==> src/rtl/mem_arbiter_if.sv <==
// Memory-side line bus shared by the caches, the arbiter and the slow memory.
// master drives strobes/address/write line; slave returns read line and ready.
`timescale 1ns/1ps
interface mem_arbiter_if;
  logic         read;
  logic         write;
  logic [27:0]  addr;
  logic [127:0] wdata;
  logic [127:0] rdata;
  logic         ready;

  modport master (output read, output write, output addr, output wdata,
                  input  rdata, input  ready);
  modport slave  (input  read, input  write, input  addr, input  wdata,
                  output rdata, output ready);
endinterface

==> src/rtl/mem_arbiter.sv <==
// Two-to-one arbiter sharing one slow-memory port between I-cache and D-cache.
// Define ARB_ROUND_ROBIN_EN for round-robin ties; otherwise D-cache wins ties.
`timescale 1ns/1ps
module mem_arbiter (
  input  logic          clk_i,
  input  logic          proc_reset_i,
  mem_arbiter_if.slave  icache_io,
  mem_arbiter_if.slave  dcache_io,
  mem_arbiter_if.master mem_io
);

  localparam logic [1:0] ST_IDLE    = 2'd0;
  localparam logic [1:0] ST_GRANT_I = 2'd1;
  localparam logic [1:0] ST_GRANT_D = 2'd2;

  logic [1:0] state_q;
  logic [1:0] state_d;
  logic       last_grant_q;
  logic       last_grant_d;
  logic       i_req_s;
  logic       d_req_s;
  logic       tie_to_d_s;

  assign i_req_s = icache_io.read | icache_io.write;
  assign d_req_s = dcache_io.read | dcache_io.write;

  // Tie-break selection
  always_comb begin
`ifdef ARB_ROUND_ROBIN_EN
    tie_to_d_s = ~last_grant_q;
`else
    tie_to_d_s = 1'b1;
`endif
  end

  // Next-state and grant history; a dropped request abandons the grant
  always_comb begin
    state_d      = state_q;
    last_grant_d = last_grant_q;
    case (state_q)
      ST_IDLE: begin
        if (i_req_s && d_req_s) begin
          if (tie_to_d_s) begin
            state_d      = ST_GRANT_D;
            last_grant_d = 1'b1;
          end else begin
            state_d      = ST_GRANT_I;
            last_grant_d = 1'b0;
          end
        end else if (d_req_s) begin
          state_d      = ST_GRANT_D;
          last_grant_d = 1'b1;
        end else if (i_req_s) begin
          state_d      = ST_GRANT_I;
          last_grant_d = 1'b0;
        end else begin
          state_d = ST_IDLE;
        end
      end
      ST_GRANT_I: begin
        if (mem_io.ready || !i_req_s) begin
          state_d = ST_IDLE;
        end else begin
          state_d = ST_GRANT_I;
        end
      end
      ST_GRANT_D: begin
        if (mem_io.ready || !d_req_s) begin
          state_d = ST_IDLE;
        end else begin
          state_d = ST_GRANT_D;
        end
      end
      default: begin
        state_d = ST_IDLE;
      end
    endcase
  end

  // State registers with synchronous reset
  always_ff @(posedge clk_i) begin
    if (proc_reset_i) begin
      state_q      <= ST_IDLE;
      last_grant_q <= 1'b0;
    end else begin
      state_q      <= state_d;
      last_grant_q <= last_grant_d;
    end
  end

  // Route the granted side to memory; write wins over read
  always_comb begin
    mem_io.read  = 1'b0;
    mem_io.write = 1'b0;
    mem_io.addr  = 28'd0;
    mem_io.wdata = 128'd0;
    case (state_q)
      ST_GRANT_I: begin
        mem_io.read  = icache_io.read & ~icache_io.write;
        mem_io.write = icache_io.write;
        mem_io.addr  = icache_io.addr;
        mem_io.wdata = icache_io.wdata;
      end
      ST_GRANT_D: begin
        mem_io.read  = dcache_io.read & ~dcache_io.write;
        mem_io.write = dcache_io.write;
        mem_io.addr  = dcache_io.addr;
        mem_io.wdata = dcache_io.wdata;
      end
      default: begin
        mem_io.read  = 1'b0;
        mem_io.write = 1'b0;
        mem_io.addr  = 28'd0;
        mem_io.wdata = 128'd0;
      end
    endcase
  end

  assign icache_io.ready = mem_io.ready & (state_q == ST_GRANT_I);
  assign dcache_io.ready = mem_io.ready & (state_q == ST_GRANT_D);
  assign icache_io.rdata = mem_io.rdata;
  assign dcache_io.rdata = mem_io.rdata;

endmodule

==> src/flat_wrapper.sv <==
// flat-port wrapper written by rule: the top's interface ports become plain ports
module mem_arbiter_flat 
  (clk_i, proc_reset_i, icache_io_read, icache_io_write, icache_io_addr, icache_io_wdata, icache_io_rdata, icache_io_ready, dcache_io_read, dcache_io_write, dcache_io_addr, dcache_io_wdata, dcache_io_rdata, dcache_io_ready, mem_io_read, mem_io_write, mem_io_addr, mem_io_wdata, mem_io_rdata, mem_io_ready);
  mem_arbiter_if icache_io_i ();
  mem_arbiter_if dcache_io_i ();
  mem_arbiter_if mem_io_i ();
  input  logic clk_i;
  input  logic proc_reset_i;
  input wire logic [$bits(icache_io_i.read)-1:0] icache_io_read;
  input wire logic [$bits(icache_io_i.write)-1:0] icache_io_write;
  input wire logic [$bits(icache_io_i.addr)-1:0] icache_io_addr;
  input wire logic [$bits(icache_io_i.wdata)-1:0] icache_io_wdata;
  output wire logic [$bits(icache_io_i.rdata)-1:0] icache_io_rdata;
  output wire logic [$bits(icache_io_i.ready)-1:0] icache_io_ready;
  input wire logic [$bits(dcache_io_i.read)-1:0] dcache_io_read;
  input wire logic [$bits(dcache_io_i.write)-1:0] dcache_io_write;
  input wire logic [$bits(dcache_io_i.addr)-1:0] dcache_io_addr;
  input wire logic [$bits(dcache_io_i.wdata)-1:0] dcache_io_wdata;
  output wire logic [$bits(dcache_io_i.rdata)-1:0] dcache_io_rdata;
  output wire logic [$bits(dcache_io_i.ready)-1:0] dcache_io_ready;
  output wire logic [$bits(mem_io_i.read)-1:0] mem_io_read;
  output wire logic [$bits(mem_io_i.write)-1:0] mem_io_write;
  output wire logic [$bits(mem_io_i.addr)-1:0] mem_io_addr;
  output wire logic [$bits(mem_io_i.wdata)-1:0] mem_io_wdata;
  input wire logic [$bits(mem_io_i.rdata)-1:0] mem_io_rdata;
  input wire logic [$bits(mem_io_i.ready)-1:0] mem_io_ready;
  assign icache_io_i.read = icache_io_read;
  assign icache_io_i.write = icache_io_write;
  assign icache_io_i.addr = icache_io_addr;
  assign icache_io_i.wdata = icache_io_wdata;
  assign icache_io_rdata = icache_io_i.rdata;
  assign icache_io_ready = icache_io_i.ready;
  assign dcache_io_i.read = dcache_io_read;
  assign dcache_io_i.write = dcache_io_write;
  assign dcache_io_i.addr = dcache_io_addr;
  assign dcache_io_i.wdata = dcache_io_wdata;
  assign dcache_io_rdata = dcache_io_i.rdata;
  assign dcache_io_ready = dcache_io_i.ready;
  assign mem_io_read = mem_io_i.read;
  assign mem_io_write = mem_io_i.write;
  assign mem_io_addr = mem_io_i.addr;
  assign mem_io_wdata = mem_io_i.wdata;
  assign mem_io_i.rdata = mem_io_rdata;
  assign mem_io_i.ready = mem_io_ready;
  mem_arbiter u_core (.clk_i(clk_i), .proc_reset_i(proc_reset_i), .icache_io(icache_io_i), .dcache_io(dcache_io_i), .mem_io(mem_io_i));
endmodule
==> config.mk <==
export PLATFORM = sky130hd
export DESIGN_NAME = mem_arbiter_flat
export DESIGN_NICKNAME = d
export VERILOG_FILES = /design/src/rtl/mem_arbiter_if.sv /design/src/rtl/mem_arbiter.sv /design/src/flat_wrapper.sv
export SDC_FILE = /design/constraint.sdc
export NUM_CORES = 1
export LEC_CHECK = 0
export ABC_AREA = 1
export CORE_AREA = 4 4 339 341
export DETAILED_ROUTE_END_ITERATION = 7
export DIE_AREA = 0 0 343 345
export GPL_TIMING_DRIVEN = 1
export PLACE_DENSITY_LB_ADDON = 0.1
export SETUP_SLACK_MARGIN = 0.5
export SLEW_MARGIN = 20
export SYNTH_ARGS = -nofsm -noshare
export SYNTH_HDL_FRONTEND = slang
export SYNTH_SLANG_ARGS = --single-unit
==> constraint.sdc <==
create_clock -name clk_i -period 1.74 [get_ports clk_i]
set_input_delay 0.174 -clock clk_i [delete_from_list [all_inputs] [get_ports clk_i]]
set_output_delay 0.174 -clock clk_i [all_outputs]
set_load 0.02 [all_outputs]
* Word level (Yosys, flattened, before mapping)
Index checks and enable logic that the tools add are counted.
Word-level totals: bits in registers 2, input port bits 447, output and inout bits 416, logic and storage cells 27
Cells by class: equal/unequal tests 2, mux-type cells 10, bitwise logic cells 8, reduce and logical (&&, ||, !) cells 6
Operator list (count):
- $pmux 128 s2 | 1
- $pmux 28 s2 | 1
- $mux 2 | 3
- $pmux 2 s3 | 1
- $and 1x1->1 | 4
- $pmux 1 s2 | 2
- $eq 2x1->1 const B | 1
- $eq 2x2->1 const B | 1
- $logic_not 1->1 | 2
- $logic_not 2->1 | 1
- $logic_or 1x1->1 | 2
- $mux 1 | 2
- $not 1->1 | 2
- $or 1x1->1 | 2
- $logic_and 1x1->1 | 1

* Depth between registers and ports, before layout
depth after elaboration 5, mapped depth 7, mapped depth without buffers 4

* Worst setup path before layout
OpenSTA, ideal clock, no wires.
path type reg-to-output, start reg u_core.state_q[0], end out mem_io_wdata[80], data arrival time 1437 ps, required time 1566 ps, slack 129 ps, stages on the path, launching flop included 7, path buffers 2, cells stage by stage dfxtp_1 -> inv_1 -> ha_1 -> inv_2 -> buf_2 -> clkbuf_1 -> a21oi_1
Between the ends: word-level cells in the longest chain between the ends 2
Ends and longest elaborated chain:
- start: declaration | line mem_arbiter.sv:16 | logic [1:0] state_q;
- start signal: assignment | line mem_arbiter.sv:86 | state_q <= state_d;
- $eq 2x2->1 / $eq 2x1->1 (equally long branches) | line mem_arbiter.sv:97 | case (state_q)
- $pmux 128 s2 (*) | line mem_arbiter.sv:97
- end: declaration | line flat_wrapper.sv:24 | output wire logic [$bits(mem_io_i.wdata)-1:0] mem_io_wdata;
Every way passes the cells marked *; elsewhere a longest branch is shown, timed or not.

* Worst setup path after layout
start reg u_core.state_q[1], end out mem_io_wdata[106]
The elaborated chain is that of the path after synthesis.

==> results.json <==
{
  "place_hpwl_microns": 30900,
  "postSynth.asyncResetShare_pct": 0,
  "cts_hold_buf": 0,
  "nets": 1555,
  "insertion_delay_ns": 0.22,
  "largest_reg_flops": 2,
  "dpl_cell_area_sq_um": 10600,
  "finish.utilization_pct": 11.1,
  "ys_warn_count": 0,
  "wl_microns": 39100,
  "n_fill_cell": 13000,
  "crit_top_cell": "clkbuf_16",
  "whs_ns": 0.348,
  "hold_class": "in2out",
  "synthToLayoutAreaGrowth_pct": 175,
  "status": "finished with violations",
  "fin_crit_ns": 1.89,
  "start_util_pct": 4.02,
  "numCtsBuffers": 3,
  "viasPerCell": 2.38,
  "syn_area_per_cell_sq_um": 5.55,
  "drive_gt1_share_pct": 51.3,
  "synth-edff-count": 0,
  "seqPwrFrac_pct": 1.4,
  "finalCritPeriodShare_pct": 108,
  "mappedNetlistArea_sq_um": 4500,
  "grt_max_degree": 27,
  "hold_viol": 0,
  "use_met2_pct": 9.82,
  "grt-ovfl-total": 0,
  "synthDistinctLibCells": 13,
  "grt_pass1_vias": 6591,
  "path_cells": "buf_6 > ha_4 > buf_12 > clkbuf_16 > clkbuf_16 > nand2_2 > a21oi_2 > buf_4",
  "dieArea_sq_um": 118000,
  "path_max_fanout": 7,
  "grt-busiest-layer": "met2",
  "cts-root-buf": "clkbuf_16",
  "drv_slew": 0,
  "portBuffers": 478,
  "p_per_area_nw_per_um2": 300,
  "clock-sinks": 2,
  "crit_path_end_kind": "output port",
  "wire_per_inst_microns": 15.0,
  "cts_tree": "built",
  "cts_buffer_depth": 2,
  "placedCellCount": 2555,
  "worst-setup-path-type": "reg2out",
  "final_cells": 2601,
  "netlist_instances": 811,
  "htreeDepth": 1,
  "met3_usage_pct": 3.15,
  "grt.total_usage_pct": 5.62,
  "pwr-share-clk_pct": 9.1,
  "antenna_cells": 0,
  "antenna_found_initial": 4,
  "power.internal_w": 0.00209,
  "skew_ns": 0.000711,
  "top_regs": "u_core.state_q (2)",
  "synth_top_area_cell": "buf_4",
  "grtUsageMet1_pct": 5.71,
  "p_sw_share_pct": 44.0,
  "violations": "negative setup slack",
  "cp.required_ns": 1.57,
  "worstSetupStartpointType": "flip-flop",
  "peakVddDrop_mv": 0.250,
  "syn_nets": 1263,
  "num_vias": 6178,
  "max_flop_register": "u_core.state_q",
  "worstMarginPinSlew_ns": 0.317,
  "setup_ws_ns": -0.147,
  "rsz0062_at_grt": "true",
  "cts.clk_slew.worst_paths_ns": 0.03,
  "setup_viol": 159,
  "synth_seq_area_share_pct": 0.890,
  "drtPass1Iterations": 4,
  "drcViolationCount": 0,
  "slowest_stage": "dfxtp_2",
  "relSlewSlack_pct": 78.9,
  "synth_ff_type": "dfxtp_1",
  "drv_cap": 0,
  "ant_nets": 0,
  "post-place-ws_ns": -0.467,
  "multi_input_area_sq_um": 3770,
  "crit_arrival_ns": 1.71,
  "fp.dieH_microns": 345,
  "ys_ff_latch": 2,
  "grt_first_pass_wirelength_microns": 48800,
  "num_io_pins": 863,
  "row_count": 123,
  "place_congestion": 0.774,
  "stdcell_area_sq_um": 12400,
  "pwr-share-comb_pct": 89.5,
  "switchingPower_w": 0.00164,
  "seq_area_sq_um": 45.0,
  "fmax_mhz": 530,
  "dieWidth_microns": 343,
  "slowest_delay_ns": 0.33,
  "synthTopCellsByArea": "buf_4, nand2_1, a21oi_1, buf_6, buf_2",
  "synth_top_cell_area_share_pct": 43.4,
  "core_sq_um": 112000,
  "power.leakage_nw": 4.10,
  "synth_common_cells": "nand2_1, buf_4, a21oi_1",
  "synth.most_common_cell": "nand2_1",
  "drt_iter0_markers": 132
}
==> layer usage <==
| layer | vias to the layer above | wire length, microns |
|---|---|---|
| met1 | 2758 | 13900 |
| met5 | - | 96 |
| met2 | 449 | 18700 |
| met3 | 93 | 5150 |
| li1 | 2876 | - |
| met4 | 2 | 1240 |
==> power groups by stage <==
stage | clock [W] | sequential (W) | combinational, W
floorplan | 0 | 0.0000539 | 0.00199
global placement | 0 | 0.0000537 | 0.00277
detailed placement | 0 | 0.0000536 | 0.00274
CTS | 0.000345 | 0.0000536 | 0.00280
global route | 0.000352 | 0.0000538 | 0.00355
finish | 0.000338 | 0.0000532 | 0.00333
==> layout make-up <==
type / count / area share (%)
Inverter: 9 / 0.353
Sequential cell: 2 / 0.363
Multi-Input combinational cell: 491 / 30.4
Clock buffer: 3 / 0.606
Tap cell: 1500 / 15.1
Timing Repair Buffer: 596 / 53.1
==> path summary, 6_finish.rpt <==
kind / startpoint / endpoint / slack, ns / cells past startpoint
max: u_core.state_q[1] / mem_io_wdata[106] / -0.15 / 8
min: mem_io_rdata[127] / dcache_io_rdata[127] / 0.35 / 0
max reg2reg: u_core.state_q[1] / u_core.state_q[1] / 0.34 / 7
min reg2reg: u_core.state_q[0] / u_core.state_q[0] / 0.72 / 4
==> worst max-delay path, delay by kind of cell (launching register included) <==
| kind | cells | cell delay (ns) |
|---|---|---|
| AO/OA/AOI/OAI | 1 | 0.13 |
| adder cells (fa/ha/maj) | 1 | 0.15 |
| flip-flops | 1 | 0.33 |
| AND/OR/NAND/NOR | 1 | 0.06 |
| buffers and inverters | 5 | 0.80 |
==> stage by stage <==
stage / TNS [ns] / total power (W)
4_1_cts: -30.72 / 0.00320
3_3_place_gp: -51.59 / 0.00283
2_1_floorplan: 0 / 0.00204
6_report: -12.79 / 0.00372
3_5_place_dp: -48.29 / 0.00279
5_1_grt: -26.97 / 0.00396
==> repair_timing <==
action                     CTS  global route
gates cloned                 2            13
pin swaps                    1            74
hold endpoints to repair     0             0
setup endpoints to repair  161           161
setup buffers                2            26
gates resized for setup    494           620
==> layout by cell type (no fill, tap or decap), drive strengths merged <==
master	Yosys	layout
nand2	320	320
clkdlybuf4s50	0	318
buf	305	266
a21oi	160	160
clkbuf	4	15
inv	9	9
ha	5	5
nor2	3	3
nand3	2	2
dfxtp	2	2
o21ai	1	1
==> cells by family after synthesis <==
group,share of synthesized area (%)
simple gates,27.2
buf+inv,52.7
compound gates,17.9
fa+ha+maj,1.39
flops,0.890
Power figures use the tool's default switching activity.
